## src/rtl/loproc_divider.sv

```systemverilog
// -----------------------------------------------------------------------------
// loproc_divider
// Iterative unsigned divider: one radix-2 restoring step per clock.
//
// Ports
//   div_clk      in   clock, all logic on the rising edge
//   div_rst      in   synchronous active-high reset, priority over everything
//   in1          in   DATA_WIDTH  dividend
//   in2          in   DATA_WIDTH  divisor
//   valid_in     in   operand strobe, accepted only while busy is low
//   out_q        out  DATA_WIDTH  quotient (held from DONE until next accept)
//   out_r        out  DATA_WIDTH  remainder (held from DONE until next accept)
//   valid_out    out  one-cycle result pulse, high during DONE
//   busy         out  high while iterating
//   div_by_zero  out  divide-by-zero flag, qualified by valid_out
//
// Timing (capture edge = edge that accepts valid_in)
//   normal divide : valid_out visible after capture edge + 32
//   zero-iteration: valid_out visible after capture edge + 1
//                   (divisor == 0, or dividend == 0 with early termination)
//
// Build option
//   DIV_EARLY_TERM_EN : when defined, the dividend is normalised at capture by
//   its leading-zero count and only the significant bits are iterated.
//   Undefined (default): fixed 32 iterations, no leading-zero encoder.
//
// DATA_WIDTH defaults to 32.
// -----------------------------------------------------------------------------
module loproc_divider #(
    parameter int unsigned DATA_WIDTH = 32,
    parameter int unsigned DATA_LOG2  = 5
) (
    input  logic                  div_clk,
    input  logic                  div_rst,
    input  logic [DATA_WIDTH-1:0] in1,
    input  logic [DATA_WIDTH-1:0] in2,
    input  logic                  valid_in,
    output logic [DATA_WIDTH-1:0] out_q,
    output logic [DATA_WIDTH-1:0] out_r,
    output logic                  valid_out,
    output logic                  busy,
    output logic                  div_by_zero
);

    localparam int unsigned            CW   = DATA_LOG2 + 1;
    localparam logic [DATA_LOG2-1:0]   LAST = DATA_LOG2'(DATA_WIDTH - 1);

    typedef enum logic [1:0] {
        IDLE = 2'd0,
        BUSY = 2'd1,
        DONE = 2'd2
    } state_t;

    state_t                state;
    state_t                state_nxt;

    logic [DATA_WIDTH-1:0] dividend;
    logic [DATA_WIDTH-1:0] divisor;
    logic [DATA_WIDTH-1:0] rem;
    logic [DATA_WIDTH-1:0] quo;
    logic [DATA_LOG2-1:0]  cnt;
    // A zero-iteration operation was captured and resolves on the next edge.
    logic                  skip;

    logic                  zero_iter_c;
    logic [DATA_WIDTH-1:0] quo_load_c;
    logic [DATA_LOG2-1:0]  cnt_load_c;

    logic                  accept_c;
    logic                  step_c;
    logic                  finish_c;
    logic                  resolve_c;

    logic [DATA_WIDTH:0]   rem_sh_c;
    logic [DATA_WIDTH:0]   div_ext_c;
    logic                  ge_c;
    logic [DATA_WIDTH-1:0] rem_nxt_c;
    logic [DATA_WIDTH-1:0] quo_nxt_c;

`ifdef DIV_EARLY_TERM_EN
    logic [CW-1:0]         lz_c;

    // Leading-zero count; returns DATA_WIDTH for an all-zero word.
    function automatic logic [CW-1:0] lead_zeros(input logic [DATA_WIDTH-1:0] v);
        logic [CW-1:0] n;
        n = CW'(DATA_WIDTH);
        for (int i = 0; i < int'(DATA_WIDTH); i++) begin
            if (v[i]) begin
                n = CW'(int'(DATA_WIDTH) - 1 - i);
            end
        end
        return n;
    endfunction

    // Capture values with the dividend normalised to its leading one.
    always_comb begin
        lz_c        = lead_zeros(in1);
        zero_iter_c = (in2 == '0) || lz_c[CW-1];
        quo_load_c  = in1 << lz_c;
        cnt_load_c  = lz_c[DATA_LOG2-1:0];
    end
`else
    // Capture values for the fixed-length iteration.
    always_comb begin
        zero_iter_c = (in2 == '0);
        quo_load_c  = in1;
        cnt_load_c  = '0;
    end
`endif

    // One restoring step; compare/subtract is one bit wider than the operands.
    always_comb begin
        rem_sh_c  = {rem, quo[DATA_WIDTH-1]};
        div_ext_c = {1'b0, divisor};
        ge_c      = (rem_sh_c >= div_ext_c);
        rem_nxt_c = ge_c ? DATA_WIDTH'(rem_sh_c - div_ext_c) : DATA_WIDTH'(rem_sh_c);
        quo_nxt_c = {quo[DATA_WIDTH-2:0], ge_c};
    end

    // State register.
    always_ff @(posedge div_clk) begin
        if (div_rst) begin
            state <= IDLE;
        end else begin
            state <= state_nxt;
        end
    end

    // Next-state logic.
    always_comb begin
        state_nxt = state;
        case (state)
            IDLE: begin
                if (skip) begin
                    state_nxt = DONE;
                end else if (valid_in) begin
                    state_nxt = zero_iter_c ? IDLE : BUSY;
                end
            end
            BUSY: begin
                if (cnt == LAST) begin
                    state_nxt = DONE;
                end
            end
            DONE: begin
                if (valid_in) begin
                    state_nxt = zero_iter_c ? IDLE : BUSY;
                end else begin
                    state_nxt = IDLE;
                end
            end
            default: state_nxt = IDLE;
        endcase
    end

    // Per-state datapath strobes.
    always_comb begin
        accept_c  = 1'b0;
        step_c    = 1'b0;
        finish_c  = 1'b0;
        resolve_c = 1'b0;
        case (state)
            IDLE: begin
                resolve_c = skip;
                accept_c  = valid_in && !skip;
            end
            BUSY: begin
                step_c   = 1'b1;
                finish_c = (cnt == LAST);
            end
            DONE: begin
                accept_c = valid_in;
            end
            default: ;
        endcase
    end

    // Operand, iteration and result registers.
    always_ff @(posedge div_clk) begin
        if (div_rst) begin
            dividend    <= '0;
            divisor     <= '0;
            rem         <= '0;
            quo         <= '0;
            cnt         <= '0;
            skip        <= 1'b0;
            out_q       <= '0;
            out_r       <= '0;
            valid_out   <= 1'b0;
            busy        <= 1'b0;
            div_by_zero <= 1'b0;
        end else begin
            valid_out <= finish_c || resolve_c;
            busy      <= (state_nxt == BUSY);

            if (accept_c) begin
                dividend    <= in1;
                divisor     <= in2;
                rem         <= '0;
                quo         <= quo_load_c;
                cnt         <= cnt_load_c;
                skip        <= zero_iter_c;
                div_by_zero <= 1'b0;
            end else if (step_c) begin
                rem <= rem_nxt_c;
                quo <= quo_nxt_c;
                cnt <= cnt + DATA_LOG2'(1);
            end

            // Zero-iteration result: the remainder is the dividend in both cases.
            if (resolve_c) begin
                skip        <= 1'b0;
                out_q       <= (divisor == '0) ? '1 : '0;
                out_r       <= dividend;
                div_by_zero <= (divisor == '0);
            end

            if (finish_c) begin
                out_q       <= quo_nxt_c;
                out_r       <= rem_nxt_c;
                div_by_zero <= 1'b0;
            end
        end
    end

endmodule

```

## config.mk

```make
export PLATFORM = sky130hd
export DESIGN_NAME = loproc_divider
export DESIGN_NICKNAME = d
export VERILOG_FILES = /design/src/rtl/loproc_divider.sv
export SDC_FILE = /design/constraint.sdc
export NUM_CORES = 1
export LEC_CHECK = 0
export ABC_CLOCK_PERIOD_IN_PS = 2350
export CAP_MARGIN = 20
export CORE_ASPECT_RATIO = 2
export CORE_MARGIN = 3
export CORE_UTILIZATION = 33
export DETAILED_ROUTE_END_ITERATION = 10
export PLACE_DENSITY_LB_ADDON = 0.12
export RECOVER_POWER = 100
export SYNTH_ARGS = -nofsm -noshare
export SYNTH_HDL_FRONTEND = slang
export SYNTH_SLANG_ARGS = --single-unit
```

## constraint.sdc

```tcl
create_clock -name div_clk -period 2.35 [get_ports div_clk]
set_input_delay 0.5875 -clock div_clk [delete_from_list [all_inputs] [get_ports div_clk]]
set_output_delay 0.5875 -clock div_clk [all_outputs]
set_load 0.02 [all_outputs]
```

==> out/results.tsv, run 1 <==
metric	value	unit
cp_max_fo	6	
fin_crit	2.76	ns
critPathSlowestCell	dfxtp_4	
viasPerCell	5.28	
hold_violations	0	
syn_area	0.0101	mm^2
die_h	253	um
cts_tree	yes	
fin_nets	1689	
grt_overflow_total	0	
rows	90	
rsz0062_at_grt	true	
die_area	0.0328	mm^2
p_switching	4.93	mW
crit_arrival	3.12	ns
yosysSeqAreaShare	40.3	%
gr-usage-all-layers	23.8	%
hold_depth	2	
yosys_warnings	0	
fill_cells	2930	
grt_max_degree	138	
p_seq_share	27.4	%
cpPeakStageDelay	0.37	ns
clk_latency	0.51	ns
antenna_found_initial	0	
ys.flop_type	dfxtp_1	
relSlewSlack	49.3	%
cts-root-buf	clkbuf_16	
tightest_slew	0.761	ns
dp_worst_setup_slack	-0.696	ns
wl	40.0	mm
internal_power	9.02	mW
cts_made_buffers	21	
cp-end-kind	flop	
vias	10400	
yosysTopAreaCellShare	40.3	%
path_clk_slew	0.07	ns
h-tree-depth	1	
drive_gt1_share	30.3	%
crit_end	out_r[9]	
cp.required	2.71	ns
crit_top_cell	buf_12	
drcViolationCount	0	
synth.largest_area_cell	dfxtp_1	
cap_violations	0	
clk_path_buf_depth	3	
setup_viol	66	
die_x	130	um
synth.avg_cell_area	8.09	um^2
wl_per_cell	20.3	um
synth_cells	1248	
start_util	33.4	%
coreArea	0.0302	mm^2
first_global_vias	10600	
max_freq	362	MHz
r2r_cells	13	
async_reset_ff_share	0	%
synth_area_leaders	dfxtp_1 (40%), nand2_1 (9.6%), a21oi_1 (6.9%)	
layout_setup_ws	-0.412	ns
areaGrowthSynthToFinish	53.2	%
hp-class	input pin to flop	
num_io_pins	134	
numClockSinks	203	
drt_iter0_markers	457	
status	finished, violations left	
worstReg2RegStart	divisor[1]	
antenna_cells	0	
gp_congestion	0.884	
postRouteAntennaNets	0	
portBuffers	133	
startpoint	divisor[1]	
path_cells	inv_2, ha_4, nor2b_4, o31a_1, o31ai_4, nand3_4, a21oi_4, o21ai_4, buf_12, buf_12, buf_4, a31oi_4, a211oi_1	
dp_hpwl	30.1	mm
grt_first_pass_wirelength	60.3	mm
peakVddDrop	527	uV
violations	negative setup slack	
final_util	51.2	%
critPathLaunchType	flop	
power.share.combinational	46.4	%
critPathKind	flop to flop	
finalMaxSlewViolations	0	
r2r_end	out_r[9]	
syn-num-nets	1350	
hold_start	div_rst	
fin_skew	0.0148	ns
p_leak	6.29	nW
p_sw_share	35.3	%
pwr_density_cell	903	mW/mm^2
clkPwrFrac	26.2	%
min_period_over_period	118	%
rrSetupSlack	-0.41	ns
ys_ff_latch	203	
yosys.cell_types.count	76	
first_pass_iters	4	
synth_enable_flop_cells	0	
[metrics by stage]
step	power, mW	cell area, um^2	instances	TNS, ns	hold slack [ns]
2_1_floorplan	6.49	10200	1248	-2.35	0.437
3_3_place_gp	9.08	13600	1905	-37.71	0.444
3_5_place_dp	9.08	13600	1905	-38.42	0.450
4_1_cts	13.4	14900	1957	-23.19	0.420
5_1_grt	14.6	15500	1968	-28.98	0.432
6_report	13.9	15500	1968	-21.27	0.440
[cells by family after synthesis]
| logic type | share of synthesized area [%] |
|---|---|
| AND/OR/NAND/NOR | 19.6 |
| AO/OA/AOI/OAI | 25.2 |
| flip-flops | 40.3 |
| buffers and inverters | 5.73 |
| adder cells (fa/ha/maj) | 4.41 |
| XOR/XNOR | 2.34 |
| multiplexers | 2.47 |
[cell usage in the layout, fill, tap and decap left out, drive strengths merged, types with 6 or more instances in the layout]
master         Yosys  layout
nand2b             7       7
dfxtp            203     203
a22oi             34      34
and2               7       7
nor2b             35      35
nand4             16      16
nor3               7       7
and3               6       6
a21oi            146     146
mux2i             23      23
xor2               9       9
clkbuf            65      36
buf               25     264
nand2            261     261
clkdlybuf4s50      0      63
a31oi             43      43
nor4              22      22
dlygate4sd3        0      69
xnor2             18      18
ha                34      34
inv               48      49
o21ai             56      56
nand3             17      17
a211oi            62      62
o21a               7       7
nor2              30      30
o211ai            13      13
[worst min path at each step]
| stage | slack (ns) | end |
|---|---|---|
| 2_1_floorplan | 0.44 | dividend[0] |
| 3_3_place_gp | 0.44 | dividend[9] |
| 3_5_place_dp | 0.45 | dividend[6] |
| 4_1_cts | 0.42 | divisor[9] |
| 5_1_grt | 0.43 | divisor[11] |
| 6_report | 0.44 | divisor[11] |
[registers in the layout, summed over array words and instances (netlist names)]
| register | count |
|---|---|
| out_r | 32 |
| cnt | 5 |
| rem | 32 |
| skip | 1 |
| valid_out | 1 |
| divisor | 32 |
| busy | 1 |
| out_q | 32 |
| dividend | 32 |
| quo | 32 |
| state | 2 |
| div_by_zero | 1 |
[final cells by class]
cell class,count,area (um^2),area share [%]
Multi-Input combinational cell,907,6380,41.3
Sequential cell,203,4110,26.6
Timing Repair Buffer,406,3590,23.3
Clock buffer,26,574,3.72
Tap cell,368,460,2.98
Inverter,48,183,1.18
Clock inverter,10,158,1.02
[per-layer routing]
metal / part of all wire (%) / track usage (%) / vias up
li1: - / - / 5130
met1: 37 / 24.9 / 4992
met2: 55 / 45.6 / 194
met3: 2.7 / 2.53 / 76
met4: 5.4 / 11.8 / 0
met5: 0 / 0 / -
[Yosys cell counts (all sizes together) (3+ instances only)]
cell type  count
nand2        261
dfxtp        203
a21oi        146
clkbuf        65
a211oi        62
o21ai         56
inv           48
a31oi         43
nor2b         35
a22oi         34
ha            34
nor2          30
buf           25
mux2i         23
nor4          22
xnor2         18
nand3         17
nand4         16
o211ai        13
xor2           9
and2           7
nand2b         7
nor3           7
o21a           7
and3           6
a311oi         5
and4           4
or3            4
o31ai          3
or2            3
or4            3
[worst max-delay path, delay by kind of cell (launching register included)]
kind | cells | cell delay [ns]
adders and majority gates | 1 | 0.21
DFF | 1 | 0.37
AOI/OAI and AO/OA | 6 | 1.28
and+or+nand+nor | 2 | 0.26
buffers and inverters | 4 | 0.47
[power groups by stage]
stage | clock (mW) | sequential, mW | combinational (mW)
final | 3.66 | 3.82 | 6.47
after global routing | 3.85 | 3.84 | 6.87
after CTS | 3.74 | 3.82 | 5.88
after detailed placement | 0 | 3.88 | 5.20
after global placement | 0 | 3.88 | 5.20
after floorplan | 0 | 3.86 | 2.64
[what timing repair did]
action | CTS | global route
endpoints found under the hold margin | 0 | 0
gates resized for setup | 113 | 103
buffers inserted | 19 | 17
endpoints found under the setup margin | 66 | 66
gates cloned | 1 | 1
pin swaps | 38 | 68
hold buffers | 0 | 0
No activity file was read; power rests on OpenSTA's default activity.
==> inputs of run 2 (changes only) <==
- CAP_MARGIN: 20 -> unset
==> results of run 2 <==
Same layout as run 1: the final DEF is identical, and so are final timing and power.
